## src/rtl/fifo_pop_stream.sv

```systemverilog
// Pops an upstream show-ahead FIFO into a valid/ready stream through a 2-entry skid buffer.
// The buffer decouples fifo_pop_o from ready_i and counts completed output beats.
//
// state | meaning
// EMPTY | no buffered entries, valid_o low
// ONE   | one entry buffered, still popping upstream
// TWO   | buffer full, upstream popping paused
module fifo_pop_stream #(
  parameter int DATA_WIDTH = 32
) (
  input  logic                  clk_i,
  input  logic                  rst_i,
  input  logic                  flush_i,
  input  logic                  fifo_empty_i,
  input  logic [DATA_WIDTH-1:0] fifo_data_i,
  output logic                  fifo_pop_o,
  output logic                  valid_o,
  input  logic                  ready_i,
  output logic [DATA_WIDTH-1:0] data_o,
  output logic [15:0]           beat_cnt_o
);

  typedef enum logic [1:0] {
    EMPTY = 2'd0,
    ONE   = 2'd1,
    TWO   = 2'd2
  } state_t;

  state_t                state;
  state_t                state_nxt;
  logic [DATA_WIDTH-1:0] slot [2];
  logic                  head_ptr;
  logic                  tail_ptr;
  logic                  push;
  logic                  handshake;

  always_comb begin
    push       = !fifo_empty_i && !flush_i && !rst_i && (state != TWO);
    fifo_pop_o = push;
    valid_o    = (state != EMPTY) && !flush_i && !rst_i;
    handshake  = valid_o && ready_i;
    // Slots may hold stale pre-reset contents until the first reset edge.
    data_o     = rst_i ? '0 : slot[head_ptr];
    state_nxt  = state;
    if (flush_i) begin
      state_nxt = EMPTY;
    end else begin
      unique case (state)
        EMPTY: if (push) state_nxt = ONE;
        ONE: begin
          if (push && !handshake)      state_nxt = TWO;
          else if (!push && handshake) state_nxt = EMPTY;
        end
        TWO:     if (handshake) state_nxt = ONE;
        default: state_nxt = EMPTY;
      endcase
    end
  end

  always_ff @(posedge clk_i) begin
    if (rst_i) begin
      state      <= EMPTY;
      slot[0]    <= '0;
      slot[1]    <= '0;
      head_ptr   <= 1'b0;
      tail_ptr   <= 1'b0;
      beat_cnt_o <= 16'h0000;
    end else begin
      state <= state_nxt;
      if (push) begin
        slot[tail_ptr] <= fifo_data_i;
        tail_ptr       <= ~tail_ptr;
      end
      if (flush_i) begin
        head_ptr <= 1'b0;
        tail_ptr <= 1'b0;
      end else if (handshake) begin
        head_ptr <= ~head_ptr;
      end
      if (handshake) beat_cnt_o <= beat_cnt_o + 16'd1;
    end
  end

endmodule

```

## config.mk

```make
export PLATFORM = sky130hd
export DESIGN_NAME = fifo_pop_stream
export DESIGN_NICKNAME = d
export VERILOG_FILES = /design/src/rtl/fifo_pop_stream.sv
export SDC_FILE = /design/constraint.sdc
export NUM_CORES = 1
export LEC_CHECK = 0
export CORE_MARGIN = 10
export CORE_UTILIZATION = 54
export CTS_CLUSTER_DIAMETER = 60
export DETAILED_ROUTE_END_ITERATION = 8
export GPL_TIMING_DRIVEN = 0
export PLACE_DENSITY = 0.86
export SLEW_MARGIN = 30
export SYNTH_ARGS = -nofsm -noshare
export SYNTH_HDL_FRONTEND = slang
export SYNTH_SLANG_ARGS = --single-unit
```

## constraint.sdc

```tcl
create_clock -name clk_i -period 5.4 [get_ports clk_i]
set_input_delay 0.54 -clock clk_i [delete_from_list [all_inputs] [get_ports clk_i]]
set_output_delay 0.54 -clock clk_i [all_outputs]
set_load 0.01 [all_outputs]
```

# Yosys cells after proc, flatten, opt, wreduce, memory -nomap -nowiden
# Memories as Yosys holds them, arrays and structs flattened. A register that Yosys moved wholly into a read port is not among the register bits.
# Cells that the tools add are included.
# totals
regBits,20
mem_count,1
wordCells,48
inputBits,37
out_inout_bits,50
mem_bits_rw,64
# memory_table
name,depth,width,read_ports,rd_clocked_by_memory_dff,wr,line,text
slot,2,32,1,1,2,31,logic [DATA_WIDTH-1:0] slot [2];
# classes
n_bitwise,2
reduce_logical,18
eq_ne,6
mux,16
add_sub_neg,1
# op_table
op,count
$mux W32,2
$reduce_or A32 Y1,1
$add A16 B1 Y16 const B,1
$mux W1,9
$logic_and A1 B1 Y1,8
$mux W2,4
$ne A2 B2 Y1 const B,3
$pmux W2 S3,1
$logic_not A1 Y1,5
$ne A3 B3 Y1 const B,1
$reduce_and A3 Y1,1
$eq A2 B1 Y1 const B,1
$eq A2 B2 Y1 const B,1
$logic_not A2 Y1,1
$not A1 Y1,2
$reduce_bool A2 Y1,1
$reduce_or A2 Y1,1

# Longest topological paths before layout
# Gate-level depths: netlist of the first run.
# logic_depth
depth_word,9
ltp_mapped,10

# Worst setup path before layout of the first run
# No wires, ideal clock.
# synth_timing
path_kind,in2reg
start,input flush_i
end,memory slot[0][0] (enable)
path_stages,4
path_slack_ns,2.223
arrival_ns,2.752
setup_ns,0.425
required_time_ns,4.975
cell_sequence,or2_1 > buf_6 > or3_1 > o21ai_1
# synth_rtl
element,line,text
"start, declared",13,"input logic flush_i,"
"end, declared",31,

# Final worst setup path of the first run
# layout_timing
start,input rst_i
end,output fifo_pop_o
# layout_via
elab_chain_len,3
# layout_rtl
element,line,text
"start, declared",12,"input logic rst_i,"
$logic_not A1 Y1,38,push = !fifo_empty_i && !flush_i && !rst_i && (state != TWO);
$logic_and A1 B1 Y1 (2 in series),38,
"end, declared",16,"output logic fifo_pop_o,"
# Every way passes these cells.

==> results of run 1 <==
-- cell usage in the layout, fill, tap and decap left out, drive strengths merged --
| cell type | n |
|---|---|
| nand4 | 5 |
| clkdlybuf4s50 | 86 |
| and3 | 34 |
| buf | 9 |
| bufinv | 2 |
| or3 | 5 |
| o31ai | 4 |
| a21oi | 9 |
| nor3 | 1 |
| o21ai | 4 |
| nor4 | 1 |
| mux2i | 34 |
| clkinv | 4 |
| or4 | 5 |
| dfxtp | 21 |
| nand3 | 5 |
| xnor2 | 3 |
| o41ai | 1 |
| nor4b | 1 |
| inv | 6 |
| clkbuf | 21 |
| o311ai | 1 |
| and2 | 32 |
| nor2b | 3 |
| and4 | 1 |
| ha | 2 |
| nor4bb | 1 |
| nor2 | 49 |
| or2 | 2 |
| nand2 | 7 |
| xor2 | 5 |
| edfxtp | 64 |
-- metrics by stage --
stage                     setup slack [ps]  hold slack [ps]  power (W)  instance area [um^2]  utilization, %
after floorplan                       2220              472   0.000790                  3830               -
after global placement                 974              478   0.000852                  4810            70.4
after detailed placement              2030              485   0.000860                  4850            71.0
after CTS                             2030              502    0.00135                  5070            74.3
after global routing                  1930              540    0.00138                  5070            74.3
final                                 2040              512    0.00134                  5070            74.3
-- power groups by stage --
stage               sequential (W)  clock (W)  combinational [W]
floorplan                 0.000744          0          0.0000460
global placement          0.000745          0           0.000107
detailed placement        0.000745          0           0.000115
CTS                       0.000730   0.000501           0.000116
global route              0.000732   0.000527           0.000124
finish                    0.000730   0.000496           0.000114
-- cells by family after synthesis --
kind of cell             synth area share, %
AO/OA/AOI/OAI                           2.94
XOR/XNOR                                1.83
adder cells (fa/ha/maj)                0.653
buffers and inverters                   2.78
flip-flops                              61.2
multiplexers                            8.89
AND/OR/NAND/NOR                         21.8
-- registers in the layout (all words and copies together) (netlist names), named ones only --
| name | flops |
|---|---|
| slot | 64 |
| beat_cnt_o | 16 |
| state | 2 |
| head_ptr | 1 |
| tail_ptr | 1 |
-- area by class of cell --
| type | instances | area, um^2 |
|---|---|---|
| multi-input cells | 215 | 1400 |
| fillers | 495 | 1760 |
| flip-flops and latches | 85 | 2340 |
| well taps | 96 | 120 |
| repair buffers | 87 | 888 |
| inverters | 5 | 18.8 |
| clock inverters | 7 | 98.8 |
| plain buffers | 20 | 87.6 |
| clock buffers | 9 | 124 |
-- per-layer routing --
| layer | up-vias | share of wire [%] | GRT usage [%] |
|---|---|---|---|
| met5 | - | 0 | 0 |
| met4 | 0 | 1.5 | 6.76 |
| met3 | 9 | 4.7 | 4.28 |
| met2 | 70 | 54 | 31.4 |
| met1 | 1384 | 40 | 18.2 |
| li1 | 1365 | - | - |
-- worst max-delay path by stage --
stage	startpoint	end	slack (ps)	cells past startpoint
2_1_floorplan	flush_i	slot[0][0]$_SDFFCE_PN0P_	2220	4
3_3_place_gp	rst_i	slot[0][17]$_SDFFCE_PN0P_	970	5
3_5_place_dp	rst_i	slot[1][8]$_SDFFCE_PN0P_	2030	8
4_1_cts	rst_i	fifo_pop_o	2030	7
5_1_grt	rst_i	fifo_pop_o	1930	7
6_report	rst_i	fifo_pop_o	2040	7
-- critical path, delay by kind of cell --
kind                   cells  cell delay (ps)
buffers and inverters      5             1600
AND/OR/NAND/NOR            2              670
==> impl_results.md, run 1 <==
* Initial core utilization at 56.1%
* Antenna Cells at 0
* Seq cells post-synth at 85
* R2r startpoint: state[1]$_SDFFE_PP0P_
* CP peak stage delay at 580 ps
* Worst-Skew Late Latency at 360 ps
* Post-layout nets at 462
* Post-CTS resize count at 0
* CP dominant cell by count: clkdlybuf4s50_1
* Setup TNS at 0 ps
* Slowest CP cell: clkdlybuf4s50_1
* Hold Path Sink: beat_cnt_o[9]$_SDFFE_PP0P_
* Critical Path RT at 4860 ps
* Top post-synthesis cells by area: edfxtp_1, dfxtp_1, mux2i_1
* Post-Syn Area at 3830 um^2
* Vias per inst at 5.40
* Sw power at 0.000296 W
* Leakage power at 1.89 nW
* Final clock skew at 12.6 ps
* Finished Layout Cells at 524
* Top Ports at 87
* Die X at 104 um
* Clock-pin transition on the worst setup and hold timing paths at 80 ps
* Dpl hpwl at 6520 um
* Worst setup SP type: input pin
* Mean post-synth cell area at 11.8 um^2
* RR Endpoint: slot[1][0]$_SDFFCE_PN0P_
* Achievable Freq at 297 MHz
* H-tree levels at 3
* Part of the power in combinational logic at 8.5%
* Fin. Hold Viols at 0
* Post-route antenna net violation count at 0
* TritonRoute pass-1 iters at 4
* Yosys warnings at 0
* First-pass GRT wire length at 15200 um
* Min Tclk post-route at 3360 ps
* Worst Hold Depth at 2
* Buffers on Ports at 86
* Placed cell count at 508
* Unrepaired setup endpoints after global routing: no
* Max-slew headroom at 46.7%
* Clk sinks at 85
* Max IR drop VDD at 0.232 mV
* Gr ovfl total at 0
* Most common cell in the synthesized netlist: edfxtp_1
* Reg-to-reg slack, setup at 2950 ps
* Crit-path max FO at 11
* Hold path startpoint: beat_cnt_o[9]$_SDFFE_PP0P_
* Setup Fix Bufs, Post-CTS at 0
* Final period util at 62.3%
* CP Capture Type: output port
* CP arrival at 2820 ps
* Final WL at 9210 um
* Max-Cap Viols at 0
* Layout cell share with drive strength beyond 1 at 6.31%
* Rows at 30
* Slew at the pin with the worst max-slew slack at 797 ps
* Crit Path Class: input pin to output port
* Die Y at 104 um
* Wire length per cell at 17.6 um
* Count of cell types in the netlist at 35
* Clock root cell: clkbuf_8
* Layout area overhead at 32.5%
* Seq pwr share at 54.5%
* Synth cell count leaders: edfxtp_1, nor2_1, and3_1, mux2i_1, and2_1
* Clock network power share at 37.0%
* CTS tree: done
* Sw Ratio at 22.1%
* Pint at 0.00104 W
* Vias in the first global route at 3046
* Num CTS Buffers at 9
* Min-delay worst type: flip-flop to flip-flop
* Die area at 10900 um^2
* Sequential-to-total area share from yosys stat at 61.2%
* Max-slew violation count at 0
* Setup-failing EPs final at 0
* Cells along the critical path: clkdlybuf4s50_1, or2_1, buf_6, or3_1, inv_2, buf_2, clkdlybuf4s50_1
* FF-to-FF path depth at 6
* DRC violations left at 0
* Number of synthesized flops with an enable pin at 64
* Power Density at 264 nW/um^2
* Initial antenna violation count at 0
* Synth Net Count at 364
* Placeable Area at 6830 um^2
* Via count at 2828
* Top FF cell, synth: edfxtp_1
* Mapped Cells at 325
* Final Wtd Congestion at 0.821
* Area leader, netlist: edfxtp_1
* CTS max path bufs at 2
* Synth top area share at 50.2%
* Ys async rst share at 0%
* Largest net degree at the start of global routing at 33
* # hold bufs at CTS at 0
* GRT Util Overall at 17.1%
* Drt initial violations at 152
* Status: completed
Power figures use the tool's default switching activity.
==> run 2, diff against run 1 <==
--- a/config.mk
+++ b/config.mk
@@ -6,11 +6,11 @@
 export NUM_CORES = 1
 export LEC_CHECK = 0
 export CORE_MARGIN = 10
-export CORE_UTILIZATION = 54
+export CORE_UTILIZATION = 50
 export CTS_CLUSTER_DIAMETER = 60
 export DETAILED_ROUTE_END_ITERATION = 8
 export GPL_TIMING_DRIVEN = 0
-export PLACE_DENSITY = 0.86
+export PLACE_DENSITY = 0.81
 export SLEW_MARGIN = 30
 export SYNTH_ARGS = -nofsm -noshare
 export SYNTH_HDL_FRONTEND = slang
==> constraint.sdc (replaced) <==
create_clock -name clk_i -period 3.4 [get_ports clk_i]
set_input_delay 0.34 -clock clk_i [delete_from_list [all_inputs] [get_ports clk_i]]
set_output_delay 0.34 -clock clk_i [all_outputs]
set_load 0.01 [all_outputs]
==> impl_results.md, run 2 (synthesized netlist as in run 1, its figures left out) <==
* CTS tree: done
* Crit-path max FO at 11 (unchanged)
* Buf/Inv on CP at 5 (unchanged)
* CP arrival at 2630 ps (-190 ps)
* Antenna Cells at 0 (unchanged)
* Worst setup SP type: input pin
* Finished Layout Cells at 527 (+0.57%)
* Most flop-heavy register: slot
* RR Endpoint: slot[1][1]$_SDFFCE_PN0P_
* Num CTS Buffers at 9 (unchanged)
* # hold bufs at CTS at 0 (unchanged)
* Largest net degree at the start of global routing at 33 (unchanged)
* Layout area overhead at 32.4% (about the same)
* Fin. Hold Viols at 0 (unchanged)
* Post-layout nets at 462 (unchanged)
* H-tree levels at 3 (unchanged)
* Initial antenna violation count at 0 (unchanged)
* Slew at the pin with the worst max-slew slack at 817 ps (+20.6 ps)
* Slowest CP cell: clkdlybuf4s50_1
* Largest regs: slot (64), beat_cnt_o (16), state (2)
* CP Launch Point: rst_i
* Max-Cap Viols at 0 (unchanged)
* Max FFs per register at 64 (unchanged)
* Multi-input logic area at 1400 um^2 (unchanged)
* Pint at 0.00165 W (+58%)
* Final period util at 87.3%
* Sw power at 0.000453 W (+53%)
* Setup-failing EPs final at 0 (unchanged)
* Status: completed
* Vias per inst at 5.35 (-0.96%)
* Unrepaired setup endpoints after global routing: no
* Min Tclk post-route at 2970 ps
* Hold path startpoint: beat_cnt_o[14]$_SDFFE_PP0P_
* Vias in the first global route at 2876 (-5.6%)
* Crit Path Class: input pin to output port
* Initial core utilization at 52.0% (-4.1 points)
* Commonest non-fill, non-tap cell in the layout: clkdlybuf4s50_1
* Setup WS pre-CTS at 255 ps (-1770 ps)
* Levels on crit path at 7 (unchanged)
* First-pass GRT wire length at 14200 um (-6.7%)
* Setup Fix Bufs, Post-CTS at 0 (unchanged)
* Gr ovfl total at 0 (unchanged)
* Die area at 11600 um^2 (+6.4%)
* Clock-pin transition on the worst setup and hold timing paths at 90 ps (about the same)
* CP peak stage delay at 590 ps (about the same)
* Rows at 31 (+3.3%)
* Sw Ratio at 21.5% (-0.57 points)
* R2r startpoint: state[1]$_SDFFE_PP0P_
* DRC violations left at 0 (unchanged)
* Final clock skew at 7.04 ps (-5.60 ps)
* Wire length per cell at 17.0 um (-3.0%)
* Sequential cell area at 2340 um^2 (unchanged)
* Leakage power at 1.89 nW (-0.25%)
* CP delay by family, top: buffers and inverters
* Placeable Area at 7370 um^2 (+7.9%)
* Area of placed instances at 4860 um^2 (about the same)
* Achievable Freq at 337 MHz
* Buffers on Ports at 86 (unchanged)
* Fill cells at 588 (+19%)
* Via count at 2817 (-0.39%)
* Top Ports at 87 (unchanged)
* Max IR drop VDD at 0.201 mV (-13%)
* Power Density at 415 nW/um^2 (+57%)
* Final WL at 8980 um (-2.5%)
* Max-slew violation count at 0 (unchanged)
* Clock network power share at 36.3% (-0.7 points)
* Worst Slack Setup Final at 433 ps (-1600 ps)
* CP dominant cell by count: clkdlybuf4s50_1
* Drt initial violations at 122 (-20%)
* Worst-Skew Late Latency at 340 ps (-20 ps)
* Cells along the critical path: clkdlybuf4s50_1, or2_1, buf_6, or3_1, inv_2, buf_2, clkdlybuf4s50_1
* Commonest non-fill, non-tap cells in the layout: clkdlybuf4s50_1, edfxtp_1, nor2_1
* Max-slew headroom at 45.3% (-1.4 points)
* Clk sinks at 85 (unchanged)
* Seq pwr share at 55.1% (+0.6 points)
* FF-to-FF path depth at 6 (unchanged)
* Layout cell share with drive strength beyond 1 at 6.31% (unchanged)
* Die X at 108 um (+3.2%)
* Critical path destination: fifo_pop_o
* Post-CTS resize count at 0 (unchanged)
* Dpl hpwl at 6420 um (-1.6%)
* GRT Util Overall at 15.2% (-1.9 points)
* Critical Path RT at 3060 ps (-1800 ps)
* Clock root cell: clkbuf_8
* TritonRoute pass-1 iters at 4 (unchanged)
* Die Y at 108 um (+3.2%)
* Final Wtd Congestion at 0.847 (+3.2%)
* Placed cell count at 511 (+0.59%)
* Final cell area excluding filler cells at 5070 um^2 (about the same)
* Post-route antenna net violation count at 0 (unchanged)
* Reg-to-reg slack, setup at 940 ps (-2010 ps)
* Part of the power in combinational logic at 8.6% (about the same)
* CTS max path bufs at 2 (unchanged)
* Min-delay worst type: flip-flop to flip-flop
* CP Capture Type: output port
[run 2: cell types whose count changed in the layout (fill, tap and decap cells not counted)]
cell,previous run,this run
clkinv_4,3,1
clkinv_2,0,2
inv_6,1,0
clkinvlp_4,0,1
[run 2: routing by layer]
layer	part of all wire [%]	global-route usage, %	up-vias
met2	52	26.6	81
met3	6.4	3.23	11
li1	-	-	1367
met4	1.6	6.11	0
met1	40	17.6	1358
met5	0	0	-
[run 2: layout make-up]
type | count | share of cell area (%)
flip-flops and latches | 85 | 46.2
multi-input cells | 215 | 27.5
repair buffers | 87 | 17.5
clock buffers | 9 | 2.44
well taps | 99 | 2.44
clock inverters | 7 | 1.78
plain buffers | 20 | 1.73
inverters | 5 | 0.370
[run 2: power groups by stage]
| stage | Clock, W | Combinational (W) | Sequential [W] |
|---|---|---|---|
| after floorplan | 0 | 0.0000730 | 0.00118 |
| after global routing | 0.000803 | 0.000198 | 0.00116 |
| after CTS | 0.000766 | 0.000184 | 0.00116 |
| after detailed placement | 0 | 0.000183 | 0.00118 |
| final | 0.000764 | 0.000181 | 0.00116 |
| after global placement | 0 | 0.000173 | 0.00118 |
[run 2: worst min path at each step]
stage	to	slack (ps)	cells after the start
final	beat_cnt_o[14]$_SDFFE_PP0P_	510	2
after global routing	beat_cnt_o[8]$_SDFFE_PP0P_	550	2
after CTS	beat_cnt_o[14]$_SDFFE_PP0P_	510	2
after detailed placement	beat_cnt_o[14]$_SDFFE_PP0P_	490	2
after global placement	beat_cnt_o[15]$_SDFFE_PP0P_	480	2
after floorplan	flip-flop	470	2
[run 2: per-stage QoR]
stage | util, % | setup TNS (ps) | total power [W] | hold slack, ps
CTS | 68.8 | 0 | 0.00211 | 505
finish | 68.8 | 0 | 0.00210 | 505
floorplan | - | 0 | 0.00125 | 472
global route | 68.8 | 0 | 0.00216 | 552
detailed placement | 65.9 | 0 | 0.00137 | 488
global placement | 65.3 | -31790 | 0.00136 | 477
[run 2: tightest hold or removal path, cell delays in order, from the launching register on]
cell     delay (ps)
dfxtp_1         340
o31ai_1          70
a21oi_1          60
==> run 3, diff against run 2 <==
--- a/config.mk
+++ b/config.mk
@@ -5,6 +5,7 @@
 export SDC_FILE = /design/constraint.sdc
 export NUM_CORES = 1
 export LEC_CHECK = 0
+export CAP_MARGIN = 10
 export CORE_MARGIN = 10
 export CORE_UTILIZATION = 50
 export CTS_CLUSTER_DIAMETER = 60
==> results of run 3 <==
Same layout as run 2: the final DEF is identical, and so are final timing and power.
